[config.mk]
export PLATFORM = sky130hd
export DESIGN_NAME = switch_matrix_cfg_loader
export DESIGN_NICKNAME = d
export VERILOG_FILES = /design/src/rtl/switch_matrix_cfg_loader.sv
export SDC_FILE = /design/constraint.sdc
export NUM_CORES = 1
export LEC_CHECK = 0
export CAP_MARGIN = 10
export CORE_UTILIZATION = 29
export CTS_BUF_LIST = sky130_fd_sc_hd__clkbuf_4
export CTS_CLUSTER_SIZE = 8
export DETAILED_ROUTE_END_ITERATION = 6
export PLACE_DENSITY_LB_ADDON = 0.12
export SLEW_MARGIN = 20
export SYNTH_ARGS = -nofsm -noshare
export SYNTH_HDL_FRONTEND = slang
export SYNTH_SLANG_ARGS = --single-unit
[constraint.sdc]
create_clock -name clk -period 3.34 [get_ports clk]
set_input_delay 0.668 -clock clk [delete_from_list [all_inputs] [get_ports clk]]
set_output_delay 0.668 -clock clk [all_outputs]
set_load 0.03 [all_outputs]
[src/rtl/switch_matrix_cfg_loader.sv]
// Serial configuration loader for the 18-wire routing switch matrix.
// Hunts for a sync word, shifts one driver-select code per wire into a
// shadow register, then commits every code to cfg_sel in a single cycle.
// A select code of zero leaves its wire undriven (high-Z).
// Optional build macro: CFG_LOADER_PARITY_EN adds a trailing even-parity
// bit per frame; a failing frame is dropped and raises the sticky err flag.
module switch_matrix_cfg_loader #(
  parameter int         NUM_WIRES = 18,
  parameter int         SEL_W     = 5,
  parameter logic [7:0] SYNC_WORD = 8'hA5
) (
  input  logic                       clk,
  input  logic                       rst,
  input  logic                       bit_in,
  input  logic                       bit_valid,
  output logic                       bit_ready,
  output logic [NUM_WIRES*SEL_W-1:0] cfg_sel,
  output logic                       cfg_loaded,
  output logic                       busy,
  output logic                       err
);

  localparam int TOT_W  = NUM_WIRES * SEL_W;
  localparam int IDX_W  = $clog2(TOT_W);
  localparam int WIRE_W = (NUM_WIRES > 1) ? $clog2(NUM_WIRES) : 1;
  localparam int POS_W  = (SEL_W > 1) ? $clog2(SEL_W) : 1;
  localparam logic [WIRE_W-1:0] LAST_WIRE = WIRE_W'(NUM_WIRES - 1);
  localparam logic [POS_W-1:0]  TOP_POS   = POS_W'(SEL_W - 1);

`ifdef CFG_LOADER_PARITY_EN
  typedef enum logic [1:0] {
    ST_HUNT   = 2'd0,
    ST_LOAD   = 2'd1,
    ST_COMMIT = 2'd2,
    ST_PARITY = 2'd3
  } state_e;
`else
  typedef enum logic [1:0] {
    ST_HUNT   = 2'd0,
    ST_LOAD   = 2'd1,
    ST_COMMIT = 2'd2
  } state_e;
`endif

  // Running even-parity accumulator step.
  function automatic logic par_fold(input logic acc, input logic b);
    return acc ^ b;
  endfunction

  state_e             state_q, state_d;
  logic [7:0]         hist_q, hist_d;
  logic [WIRE_W-1:0]  wire_q, wire_d;   // wire currently being filled (0-based)
  logic [POS_W-1:0]   pos_q, pos_d;     // bit position inside that code, MSB first
  logic [TOT_W-1:0]   shadow_q, shadow_d;
  logic [TOT_W-1:0]   sel_q, sel_d;
  logic               loaded_q, loaded_d;
  logic               busy_q, busy_d;
  logic               err_q, err_d;
  logic               ready_q, ready_d;
`ifdef CFG_LOADER_PARITY_EN
  logic               par_q, par_d;
`endif

  logic               accept_s;
  logic [7:0]         hist_shift_s;
  logic [IDX_W-1:0]   idx_s;

  assign accept_s     = bit_valid & ready_q;
  assign hist_shift_s = {hist_q[6:0], bit_in};
  assign idx_s        = IDX_W'(wire_q) * IDX_W'(SEL_W) + IDX_W'(pos_q);

  // Next-state logic: sync hunt, payload shift, optional parity, commit.
  always_comb begin
    state_d  = state_q;
    hist_d   = hist_q;
    wire_d   = wire_q;
    pos_d    = pos_q;
    shadow_d = shadow_q;
    sel_d    = sel_q;
    loaded_d = 1'b0;
    busy_d   = busy_q;
    err_d    = err_q;
`ifdef CFG_LOADER_PARITY_EN
    par_d    = par_q;
`endif
    case (state_q)
      ST_HUNT: begin
        if (accept_s) begin
          hist_d = hist_shift_s;
          if (hist_shift_s == SYNC_WORD) begin
            state_d = ST_LOAD;
            busy_d  = 1'b1;
            err_d   = 1'b0;
            wire_d  = {WIRE_W{1'b0}};
            pos_d   = TOP_POS;
`ifdef CFG_LOADER_PARITY_EN
            par_d   = 1'b0;
`endif
          end else begin
            state_d = ST_HUNT;
          end
        end else begin
          hist_d = hist_q;
        end
      end
      ST_LOAD: begin
        if (accept_s) begin
          shadow_d[idx_s] = bit_in;
`ifdef CFG_LOADER_PARITY_EN
          par_d = par_fold(par_q, bit_in);
`endif
          if ((wire_q == LAST_WIRE) && (pos_q == {POS_W{1'b0}})) begin
`ifdef CFG_LOADER_PARITY_EN
            state_d = ST_PARITY;
`else
            state_d = ST_COMMIT;
`endif
          end else if (pos_q == {POS_W{1'b0}}) begin
            wire_d = wire_q + WIRE_W'(1);
            pos_d  = TOP_POS;
          end else begin
            pos_d = pos_q - POS_W'(1);
          end
        end else begin
          state_d = ST_LOAD;
        end
      end
`ifdef CFG_LOADER_PARITY_EN
      ST_PARITY: begin
        if (accept_s) begin
          if (par_fold(par_q, bit_in) == 1'b0) begin
            state_d = ST_COMMIT;
          end else begin
            // Corrupt frame: drop it, keep the previous selects.
            state_d = ST_HUNT;
            err_d   = 1'b1;
            busy_d  = 1'b0;
            hist_d  = 8'h00;
          end
        end else begin
          state_d = ST_PARITY;
        end
      end
`endif
      ST_COMMIT: begin
        sel_d    = shadow_q;
        loaded_d = 1'b1;
        busy_d   = 1'b0;
        hist_d   = 8'h00;
        state_d  = ST_HUNT;
      end
      default: begin
        state_d = ST_HUNT;
        busy_d  = 1'b0;
        hist_d  = 8'h00;
      end
    endcase
    ready_d = (state_d != ST_COMMIT);
  end

  // State and registered outputs with synchronous reset.
  always_ff @(posedge clk) begin
    if (rst) begin
      state_q  <= ST_HUNT;
      hist_q   <= 8'h00;
      wire_q   <= {WIRE_W{1'b0}};
      pos_q    <= {POS_W{1'b0}};
      shadow_q <= {TOT_W{1'b0}};
      sel_q    <= {TOT_W{1'b0}};
      loaded_q <= 1'b0;
      busy_q   <= 1'b0;
      err_q    <= 1'b0;
      ready_q  <= 1'b1;
`ifdef CFG_LOADER_PARITY_EN
      par_q    <= 1'b0;
`endif
    end else begin
      state_q  <= state_d;
      hist_q   <= hist_d;
      wire_q   <= wire_d;
      pos_q    <= pos_d;
      shadow_q <= shadow_d;
      sel_q    <= sel_d;
      loaded_q <= loaded_d;
      busy_q   <= busy_d;
      err_q    <= err_d;
      ready_q  <= ready_d;
`ifdef CFG_LOADER_PARITY_EN
      par_q    <= par_d;
`endif
    end
  end

  assign bit_ready  = ready_q;
  assign cfg_sel    = sel_q;
  assign cfg_loaded = loaded_q;
  assign busy       = busy_q;
  assign err        = err_q;

endmodule

==> results of run 1 <==
==> flip-flops by register name, indices dropped and copies added, names as in the netlist <==
register    cells
cfg_sel        90
bit_ready       1
cfg_loaded      1
shadow_q       90
wire_q          5
state_q         2
busy            1
hist_q          7
pos_q           3
==> worst max-delay path by stage <==
stage          startpoint           end  slack, ps
2_1_floorplan   wire_q[0]  shadow_q[22]        460
3_3_place_gp    wire_q[2]  shadow_q[60]         60
3_5_place_dp    wire_q[2]  shadow_q[62]         90
4_1_cts         wire_q[2]  shadow_q[62]         30
5_1_grt         wire_q[2]  shadow_q[24]         20
6_report        wire_q[2]  shadow_q[62]        190
==> cells in the final DEF (no fill, tap or decap), types with 4 or more instances in the layout <==
cell type        count
nand3_1             52
clkbuf_4            17
nand4b_1             5
buf_4               34
or2_2                4
nor4_2              10
inv_8                4
clkdlybuf4s50_1     95
nand2b_1            95
a21oi_1            117
nand4_1              5
dfxtp_1            200
nand2_1            199
nor2_1              13
o21ai_0              4
a21o_1               4
mux2i_1             95
inv_1                9
ha_1                14
nor4_1              30
buf_12              11
inv_6                4
==> metrics by stage <==
step	total power [W]	utilization [%]	instances	setup slack, ps
4_1_cts	0.00387	36.3	1465	31.9
2_1_floorplan	0.00251	-	993	465
6_report	0.00380	36.5	1467	185
3_3_place_gp	0.00255	35.3	1433	60.0
5_1_grt	0.00397	36.5	1467	18.5
3_5_place_dp	0.00255	35.3	1433	93.2
==> power groups by stage <==
| stage | clock network [W] | registers [W] | logic (W) |
|---|---|---|---|
| after detailed placement | 0 | 0.00244 | 0.000106 |
| after global placement | 0 | 0.00244 | 0.000107 |
| after floorplan | 0 | 0.00244 | 0.0000687 |
| after global routing | 0.00146 | 0.00239 | 0.000113 |
| final | 0.00130 | 0.00239 | 0.000104 |
| after CTS | 0.00138 | 0.00239 | 0.000107 |
==> cell type report <==
| type | instances | share of cell area [%] |
|---|---|---|
| inverter | 9 | 0.320 |
| multi-input combinational | 701 | 41.1 |
| antenna | 1 | 0.0237 |
| sequential | 200 | 37.9 |
| tap | 384 | 4.54 |
| clock inverter | 15 | 1.46 |
| clock buffer | 17 | 1.21 |
| timing repair buffer | 140 | 13.5 |
==> what timing repair did <==
| action | in CTS | in global routing |
|---|---|---|
| resized for setup | 0 | 8 |
| buffers inserted | 0 | 0 |
| endpoints found under the setup margin | 0 | 48 |
==> per-layer routing <==
layer  global-route usage (%)  vias to the layer above  share of wire (%)
met5                        0                        -                  0
met3                     2.84                       14                3.0
met2                     23.8                      119                 44
met1                     22.9                     3331                 52
li1                         -                     3529                  -
met4                     3.91                        0                1.1
==> worst max-delay path: cells and delay by family (launching register included) <==
family	cells	cell delay [ps]
adder cells (fa/ha/maj)	3	910
AO/OA/AOI/OAI	2	680
AND/OR/NAND/NOR	1	470
flip-flops	1	460
multiplexers	1	220
buffers and inverters	1	200
XOR/XNOR	1	150
==> cells by family (layout without fill, tap and decap cells) <==
family          after synthesis  count (layout)  share of synthesized area, %
buf+inv                      92             181                          4.33
other cells                   1               2                        0.0435
simple gates                439             439                          25.9
flops                       200             200                          46.5
xor+xnor                      8               8                         0.813
compound gates              141             141                          8.88
mux                          95              95                          11.0
fa+ha+maj                    17              17                          2.56
==> results by stage, run 1 <==
Power and ir drop:
- Summed over all nets, the switching power comes to 0.00102 W.
- The sequential power share is 63.0%.
- The reported leakage power is 3.71 nW.
- The internal power of the cells totals 0.00277 W.
- The portion of total power attributed to combinational logic is 2.7%.
- Power spread over the standard cell area amounts to 359 mW/mm^2.
- Of the total power, the clock network draws 34.3%.
- The maximum ir drop on the vdd rail is 0.247 mV.
- The switching power share of the total is 27.0%.

Die:
- Measured along the y axis, the die boundary spans 174 um.
- In this run the standard cell core region covers 0.0289 mm^2.
- The die area is 0.0304 mm^2.
- The width of the chip is 174 um.
- The initial cell density of the core is 29.8%.
- The I/O pin count is 98.
- The floorplan has 62 rows.

Place:
- The area after detailed placement is 0.0102 mm^2.
- The number of input and output port buffers inserted is 96.
- After legalization and detailed placement, the total HPWL measured 15100 um.
- The global placer's final weighted congestion is 0.781.

Timing:
- The total of endpoints with negative setup slack in the final report is 0.
- Hold is met by 446 ps.
- The final count of hold timing violations came to 0.
- Headroom to the max-slew limit came out at 51.7%.
- After routing, the total negative slack on setup checks comes to 0 ps.
- Subtracting the final worst setup slack from the clock period gives 3150 ps.
- The share of the clock period used by the worst path is 94.5%.
- The final max-slew violation count is 0.
- Setup repair after global routing left no endpoint under its margin.
- For this run, the top clock speed supported by timing is 317 MHz.
- At the pin with the least slew margin, the transition time is 725 ps.
- For the final database, setup skew stands at 19.2 ps.

Drt:
- The number of routed nets with antenna violations is 0.
- The detailed-route vias per instance is 4.77.
- The sum of routed wire length over all layers is 23600 um.
- For this run, design rule violations remaining after detail routing come to 0.
- The total via count in the routed design is 6993.
- The routed wire length per instance is 16.1 um.
- The first TritonRoute pass finished after 5 iterations.
- After the first detailed-routing iteration, the DRC count stood at 441.

Clock network:
- For this design, the CTS-stage hold fixing added 0 buffers.
- TritonCTS built the clock tree.
- For this design, the sink count on the clock tree is 200.
- The maximum clock insertion buffer count is 2.
- At the later pin of the worst-skew pair, clock insertion delay measures 580 ps.
- The H-tree was split into 4 levels.
- The buffer cell driving the clock tree root is clkbuf_4.
- The clock transition time at the flip-flop clock pins of the worst setup and hold paths is 190 ps.
- The number of buffers created by CTS is 17.

Hold path:
- The worst hold path terminates at cfg_sel[65].
- In this run the worst hold path is classified as reg -> reg.
- The launch instance of the worst min-delay path is shadow_q[65].
- The number of cells on the worst hold path is 2.

Run:
- Max-cap violations in this run came to 0.

Logic synthesis:
- The area fraction of the dominant cell type after synthesis is 46.5%.
- The number of synthesized register bits is 200.
- In the synthesized netlist the dominant register cell turns out to be dfxtp_1.
- The number of flops mapped to enable cells by yosys is 0.
- The commonest cells after synthesis are dfxtp_1, nand2_1, a21oi_1, nand2b_1, mux2i_1.
- The synthesized net count is 1014.
- By area the synthesized netlist is led by dfxtp_1, mux2i_1, nand2_1.
- The post-synthesis cell type count is 49.
- During synthesis, Yosys emitted a total of 0 warnings.
- In the post-synthesis netlist, the cell with the most instances is dfxtp_1.
- The share of the Yosys chip area taken by registers is 46.5%.
- The gate count of the mapped netlist is 993.
- After synthesis, the mean cell area works out to 8.68 um^2.
- The cell type with the highest aggregate area in the netlist is dfxtp_1.
- After synthesis, the share of flip-flops with an asynchronous set or reset is 0%.
- The combined area of all synthesized cells is 0.00862 mm^2.

Global routing:
- The leftover overflow at the end of global routing is 0.
- The number of global-route vias before repair is 6711.
- The maximum number of pins on one net before global-route repair is 156.
- The first-pass GRT wire length is 38100 um.
- The global routing usage summed across all routing layers is 15.7%.
- The initial antenna violation count was 1.

Setup path:
- The data required time at the worst endpoint is 3880 ps.
- On the critical path, the stage with the largest delay is an instance of nor4_1.
- The slack of the worst reg-to-reg path is 190 ps.
- Among the stages of the critical path, the cell type that occurs most often is ha_1.
- The worst setup path is of the reg -> reg kind.
- The worst register-to-register path has a depth of 9.
- The critical path goes through ha_1 -> ha_1 -> ha_1 -> a21o_1 -> a221oi_4 -> xor2_2 -> buf_12 -> nor4_1 -> mux2i_1.
- The capture instance of the worst register-to-register path is shadow_q[62].
- The highest cell delay on the worst timing path is 470 ps.
- STA classifies the critical path endpoint as a flip-flop.
- The startpoint of the lowest-slack register-to-register path is wire_q[2].
- The arrival time of the worst setup path is 3700 ps.
- The peak fanout along the critical path is 31.
- The nature of the critical path startpoint is a flip-flop.

Outcome:
- The flow ran to the end, and the final reports show no timing, DRC or antenna violations.

Finish:
- The proportion of layout cells with a drive suffix above 1 is 9.52%.
- The footprint of the flip-flops and latches is 0.00400 mm^2.
- The post-route cell area is 0.0106 mm^2.
- The combined area of the multi-input logic cells is 0.00434 mm^2.
- The area growth from synthesis to layout is 22.7%.
- The layout has 3039 filler cells.
- The net count of the finished layout is 1090.
No activity file was read; power rests on OpenSTA's default activity.
==> inputs of run 2 (changes only) <==
CAP_MARGIN = default   (was 10)
CORE_UTILIZATION = 58   (was 29)
==> results by stage, run 2 (same netlist as run 1, synthesis figures left out) <==
Outcome:
- The flow ran to the end, and the final reports show no timing, DRC or antenna violations.

Clock network:
- The CTS tree is yes.
- The clock transition time at the flip-flop clock pins of the worst setup and hold paths is 160 ps.
- Clock latency on the worst-skew pair, taken at its later pin, is 570 ps.
- Once the clock tree was built, the resizer swapped 0 gates to a different size.
- Buffers inserted during clock tree synthesis total 17.
- The count of hold buffers inserted by post-cts repair is 0.
- The buffer cell driving the clock tree root is clkbuf_4.
- Buffers added to address setup during post-CTS repair amount to 0.
- The maximum clock insertion buffer count is 2.
- The depth of the CTS H-tree is 4.
- The total clock sinks is 200.

Timing:
- The worst slew slack as a fraction of its limit is 42.4%.
- The final period demand of the worst path is 3180 ps.
- Clock skew on the completed layout was measured at 17.8 ps.
- The transition at the pin with the smallest max-transition slack is 860 ps.
- The final max-slew violation count is 0.
- The maximum operating frequency is 315 MHz.
- The final count of hold timing violations is 0.
- Hold timing on the final database bottoms out at a slack of 452 ps.
- The share of the clock period used by the worst path is 95.1%.
- The setup slack after layout is 163 ps.
- Setup violations remaining at the end of the flow were counted as 0.
- Setup repair after global routing could not meet its margin everywhere.

Global routing:
- The maximum number of pins on one net before global-route repair is 190.
- The initial antenna violation count is 0.
- The number of global-route vias before repair was 6056.
- Global routing used 25.5% of the available tracks across all layers.
- The leftover overflow at the end of global routing is 0.
- The first global-routing pass estimated 30400 um of wire.

Drt:
- After the first detailed-routing iteration, the DRC count stood at 464.
- In this run the remaining antenna-violating nets after routing total 0.
- The routed wire length per instance is 15.1 um.
- After detailed routing, the number of vias per cell comes to 5.53.
- For this run, the detailed router's first-pass iteration total came to 5.
- In the routed design, unresolved DRC markers number 0.
- The total via count in the routed design is 7020.
- After detailed routing, the total wire length is 19100 um.

Finish:
- Leaving out filler cells and counting taps, the final layout contains 1269.
- The number of filler cells placed in the layout is 1198.
- 0 antenna diodes ended up in the layout.
- After routing the design area is 0.0103 mm^2.
- The library cells used most frequently in the layout, excluding fill and tap cells, are dfxtp_1, nand2_1, a21oi_1.
- The share of the core filled with cells in the final layout is 70.9%.
- Compared with the post-synthesis result, the final layout area differs by 19.6%.
- Leaving out fill and tap cells, the most frequent cell in the layout is dfxtp_1.
- Of the cells placed in the final design, the portion with a size suffix greater than 1 is 9.31%.
- After the last flow step, the layout net total stands at 1093.

Setup path:
- The kind of end point of the critical path is a flip-flop.
- The worst setup path is of the reg -> reg kind.
- At the worst endpoint, the arrival time is 3680 ps.
- The nature of the critical path startpoint is a flip-flop.
- For the worst setup path, the data required time is 3840 ps.
- Along the worst path, the maximum fanout reaches 15.

Hold path:
- The worst hold path belongs to the class reg -> reg.

Die:
- Once the floorplan was initialized, standard cells occupied 59.3% of the core.
- 98 I/O pins were placed.
- The die area is 0.0154 mm^2.
- The total area inside the core boundary comes to 0.0145 mm^2.
- In this run the vertical extent of the chip is 124 um.
- The width of the chip is 124 um.
- The placement row count is 44.

Power and ir drop:
- Across the VDD grid, the largest voltage drop is 0.274 mV.
- For this design the ratio of total power to cell area is 380 mW/mm^2.
- The analysis attributes to cell leakage a power of 3.75 nW.

Run:
- Max-cap violations in this run came to 0.

Place:
- The number of placed instances, taps included, is 1237.
- Summing all placed instances gives a cell area of 0.00995 mm^2.
- Timing analysis after detailed placement gives a worst setup slack of 90.2 ps.
- In this run the tool buffered the top-level ports with 96 buffer cells.
- The placed wire-length estimate is 12600 um.
- Routability-driven placement finished with a final weighted congestion of 0.812.
-- run 2: cell types whose count changed in the layout (fill, tap and decap cells not counted), sizes merged --
| cell | change |
|---|---|
| clkinv | +1 |
| clkinvlp | -1 |
| inv | -4 |
| bufinv | +4 |
| buf | +3 |
| diode | -1 |
-- run 2: path summary, 6_finish.rpt --
| check | from | end | slack [ps] | cells past startpoint |
|---|---|---|---|---|
| max reg2reg | wire_q[2] | shadow_q[62] | 160 | 10 |
| min reg2reg | shadow_q[50] | cfg_sel[50] | 450 | 2 |
| min | shadow_q[50] | cfg_sel[50] | 450 | 2 |
| max | wire_q[2] | shadow_q[62] | 160 | 10 |
-- run 2: per-stage QoR --
| step | setup TNS [ps] | total power (W) |
|---|---|---|
| 3_3_place_gp | 0 | 0.00253 |
| 3_5_place_dp | 0 | 0.00253 |
| 2_1_floorplan | 0 | 0.00251 |
| 5_1_grt | -234 | 0.00406 |
| 4_1_cts | 0 | 0.00395 |
| 6_report | 0 | 0.00392 |
-- run 2: power breakdown --
part | leakage [nW] | total (W) | switching [W] | internal (W)
sequential | 1.61 | 0.00239 | 0.000000881 | 0.00239
combinational | 1.96 | 0.0000890 | 0.0000576 | 0.0000313
clock | 0.181 | 0.00144 | 0.000827 | 0.000613
-- run 2: metal layers --
layer / vias to the layer above / wire, um / track usage (%)
met5: - / 0 / 0
met4: 0 / 221 / 7.37
met3: 16 / 690 / 4.03
met2: 146 / 8980 / 40.4
met1: 3311 / 9210 / 35.7
li1: 3547 / - / -
-- run 2: final cells by class --
cell class | instances | area, um^2 | area share [%]
clock inverters | 15 | 213 | 2.06
clock buffers | 17 | 128 | 1.24
inverters | 9 | 33.8 | 0.328
multi-input cells | 701 | 4300 | 41.7
well taps | 184 | 230 | 2.23
repair buffers | 143 | 1400 | 13.6
flip-flops and latches | 200 | 4000 | 38.8
-- run 2: critical path, cell delays in order (launching register included) --
cell	delay (ps)
dfxtp_1	450
ha_1	270
ha_1	310
ha_1	430
a21o_1	230
a221oi_4	380
xor2_2	120
buf_4	210
nor4_1	390
buf_4	180
mux2i_1	160
==> inputs of run 3 (changes only) <==
RECOVER_POWER = 100   (was default)
==> results by stage, run 3 (same netlist as run 1, synthesis figures left out) <==
Power and ir drop:
- The maximum ir drop on the vdd rail is 0.274 mV.
- The power density of the placed cells is 380 mW/mm^2.
- The reported leakage power is 4.07 nW.
- The switching power share of the total is 22.6%.
- The share of total power dissipated in the clock network is 36.8%.
- In this run, the combinational gates consume 2.2% of the power.
- The switching power is 0.000887 W.
- The final total power is 0.00392 W.
- The sequential power share is 61.0%.
- Internal power comes to 0.00303 W.

Timing:
- The share of the clock period used by the worst path is 95.0%.
- Setup violations remaining at the end of the flow were counted as 0.
- The final period demand of the worst path is 3170 ps.
- Based on the critical path, the design can be clocked at up to 315 MHz.
- At the pin with the least slew margin, the transition time is 1570 ps.
- After routing, the total negative slack on setup checks comes to 0 ps.
- Hold timing on the final database bottoms out at a slack of 453 ps.
- Setup repair after global routing could not meet its margin everywhere.
- The final max-slew violation count is 42.
- Across the routed clock network, the largest skew measured is 17.5 ps.
- The final count of hold timing violations is 0.
- The worst slew slack as a fraction of its limit is -4.88%.

Run:
- The number of max-cap violations is 1.

Finish:
- Leaving out filler cells and counting taps, the final layout contains 1269.
- The most frequent standard cell in the layout excluding fill and tap cells is dfxtp_1.
- Registers take 0.00400 mm^2.
- The repair_antennas step left the layout with diodes totalling 0.
- The area growth from synthesis to layout is 19.5%.
- The combined area of the multi-input logic cells is 0.00430 mm^2.
- The post-route cell area is 0.0103 mm^2.
- The proportion of layout cells with a drive suffix above 1 is 9.03%.
- In the final design database the tool counted 1093 nets.
- The library cells used most frequently in the layout, excluding fill and tap cells, are dfxtp_1, nand2_1, a21oi_1.
- Fill cells in the final layout number 1201.

Die:
- The I/O pin count is 98.
- The width of the chip is 124 um.
- The area of the placeable core is 0.0145 mm^2.
- The vertical die dimension is 124 um.
- The die covers 0.0154 mm^2.
- The floorplan has 44 rows.
- Once the floorplan was initialized, standard cells occupied 59.3% of the core.

Hold path:
- The number of cells on the worst hold path is 2.
- The launch instance of the worst min-delay path is shadow_q[50].
- The capture endpoint of the worst hold path is cfg_sel[50].
- In this run the worst hold path is classified as reg -> reg.

Setup path:
- The data required time at the worst endpoint is 3840 ps.
- The cell with the largest stage delay on the worst path is dfxtp_1.
- The peak fanout along the critical path is 15.
- The largest single stage delay on the critical path is 440 ps.
- The nature of the critical path startpoint is a flip-flop.
- The most numerous cell on the critical path is ha_1.
- The buffers plus inverters on the worst setup path is 2.
- Data on the critical path arrives at its endpoint at 3670 ps.
- The kind of critical path is reg -> reg.
- In this run the critical register-to-register path is captured at shadow_q[62].
- The signal on the critical path passes through ha_1 -> ha_1 -> ha_1 -> a21o_1 -> a221oi_4 -> xor2_2 -> buf_4 -> nor4_1 -> buf_4 -> mux2i_1.
- Counting cells, the worst reg-to-reg path comes to 10.
- The startpoint identified for the worst register-to-register timing path is wire_q[2].
- The slack of the worst reg-to-reg path is 170 ps.
- On the critical path the largest part of the delay comes from adder cells.
- The kind of end point of the critical path is a flip-flop.

Place:
- Input and output buffers added on the ports amount to 96.
- The number of placed instances, taps included, is 1237.
- The global placer's final weighted congestion is 0.812.
- The area after detailed placement is 0.00995 mm^2.
- The placed wire-length estimate is 12600 um.

Drt:
- The total via count in the routed design is 7023.
- The detailed router finished its first iteration with 490 violations.
- The detailed-router iteration count before antenna repair is 5.
- The detailed-route vias per instance is 5.53.
- The number of design rule violations left after detail routing is 0.
- The sum of routed wire length over all layers is 19100 um.
- The number of routed nets with antenna violations is 0.
- In the final routed layout, each cell accounts on average for 15.0 um.

Global routing:
- The first-pass GRT wire length is 30400 um.
- In the global route stage, overall resource usage came out at 25.5%.
- The leftover overflow at the end of global routing is 0.
- The met1 track utilization from global routing is 35.7%.
- Entering global routing, the biggest net connects 190 pins.
- The initial antenna violation count is 0.
- Global routing used 40.4% of the available met2 tracks.
- The number of global-route vias before repair was 6056.
- Global routing used 4.03% of the available met3 tracks.
- met2 is the most crowded layer.

Outcome:
- The run finished, with violations left.
- The final reports fail on capacitance limit, slew limit.

Clock network:
- The maximum clock insertion buffer count is 2.
- The clock transition time at the flip-flop clock pins of the worst setup and hold paths is 150 ps.
- The buffer cell driving the clock tree root is clkbuf_4.
- The number of buffers created by CTS is 17.
- The clock latency reported for the late side of the worst-skew pair is 570 ps.
- The depth of the CTS H-tree is 4.
- The CTS tree is yes.
- The clock net in this run drives a total of 200 sinks.
[run 3: cell types whose count changed in the layout (fill, tap and decap cells not counted), sizes merged]
cell	delta
clkbuf	+2
buf	-2
clkdlybuf4s50	-95
dlygate4sd3	+95
[run 3: final cells by class]
cell class,count,area share [%]
multi-input combinational,701,41.7
sequential,200,38.9
clock inverter,15,2.06
inverter,9,0.328
timing repair buffer,143,13.5
clock buffer,17,1.24
tap,184,2.23
[run 3: power groups by stage]
stage                     registers (W)  clock network [W]  logic (W)
after floorplan                 0.00244                  0  0.0000687
after global placement          0.00244                  0  0.0000902
after detailed placement        0.00244                  0  0.0000895
after CTS                       0.00239            0.00147  0.0000900
after global routing            0.00239            0.00157  0.0000962
final                           0.00239            0.00144  0.0000880
[run 3: routing by layer]
| layer | up-vias | share of wire [%] |
|---|---|---|
| li1 | 3555 | - |
| met1 | 3318 | 48 |
| met2 | 134 | 47 |
| met3 | 16 | 3.4 |
| met4 | 0 | 1.2 |
| met5 | - | 0 |
[run 3: through the flow]
stage          util (%)  worst slack (ps)
2_1_floorplan         -               465
3_3_place_gp       68.5               128
3_5_place_dp       68.5              90.2
4_1_cts            70.8              71.9
5_1_grt            70.9             -40.3
6_report           70.9               168
[run 3: timing repair]
item,CTS,global route
setup endpoints to repair,0,11
hold buffers,0,0
setup buffers,0,0
gates resized for setup,0,3
[run 3: worst reg2reg max path: cells and delay by family, from the launching register on]
| family | cells | cell delay, ps |
|---|---|---|
| compound gates | 2 | 610 |
| xor+xnor | 1 | 120 |
| fa+ha+maj | 3 | 1000 |
| buf+inv | 2 | 390 |
| flops | 1 | 440 |
| mux | 1 | 160 |
| simple gates | 1 | 400 |
[run 3: how the worst max path moves through the flow]
stage                   endpoint  cells after the start       from
floorplan           shadow_q[22]                     10  wire_q[0]
global placement    shadow_q[59]                     11  wire_q[2]
detailed placement  shadow_q[59]                     11  wire_q[2]
CTS                 shadow_q[59]                     11  wire_q[2]
global route        shadow_q[15]                      9  wire_q[1]
finish              shadow_q[62]                     10  wire_q[2]
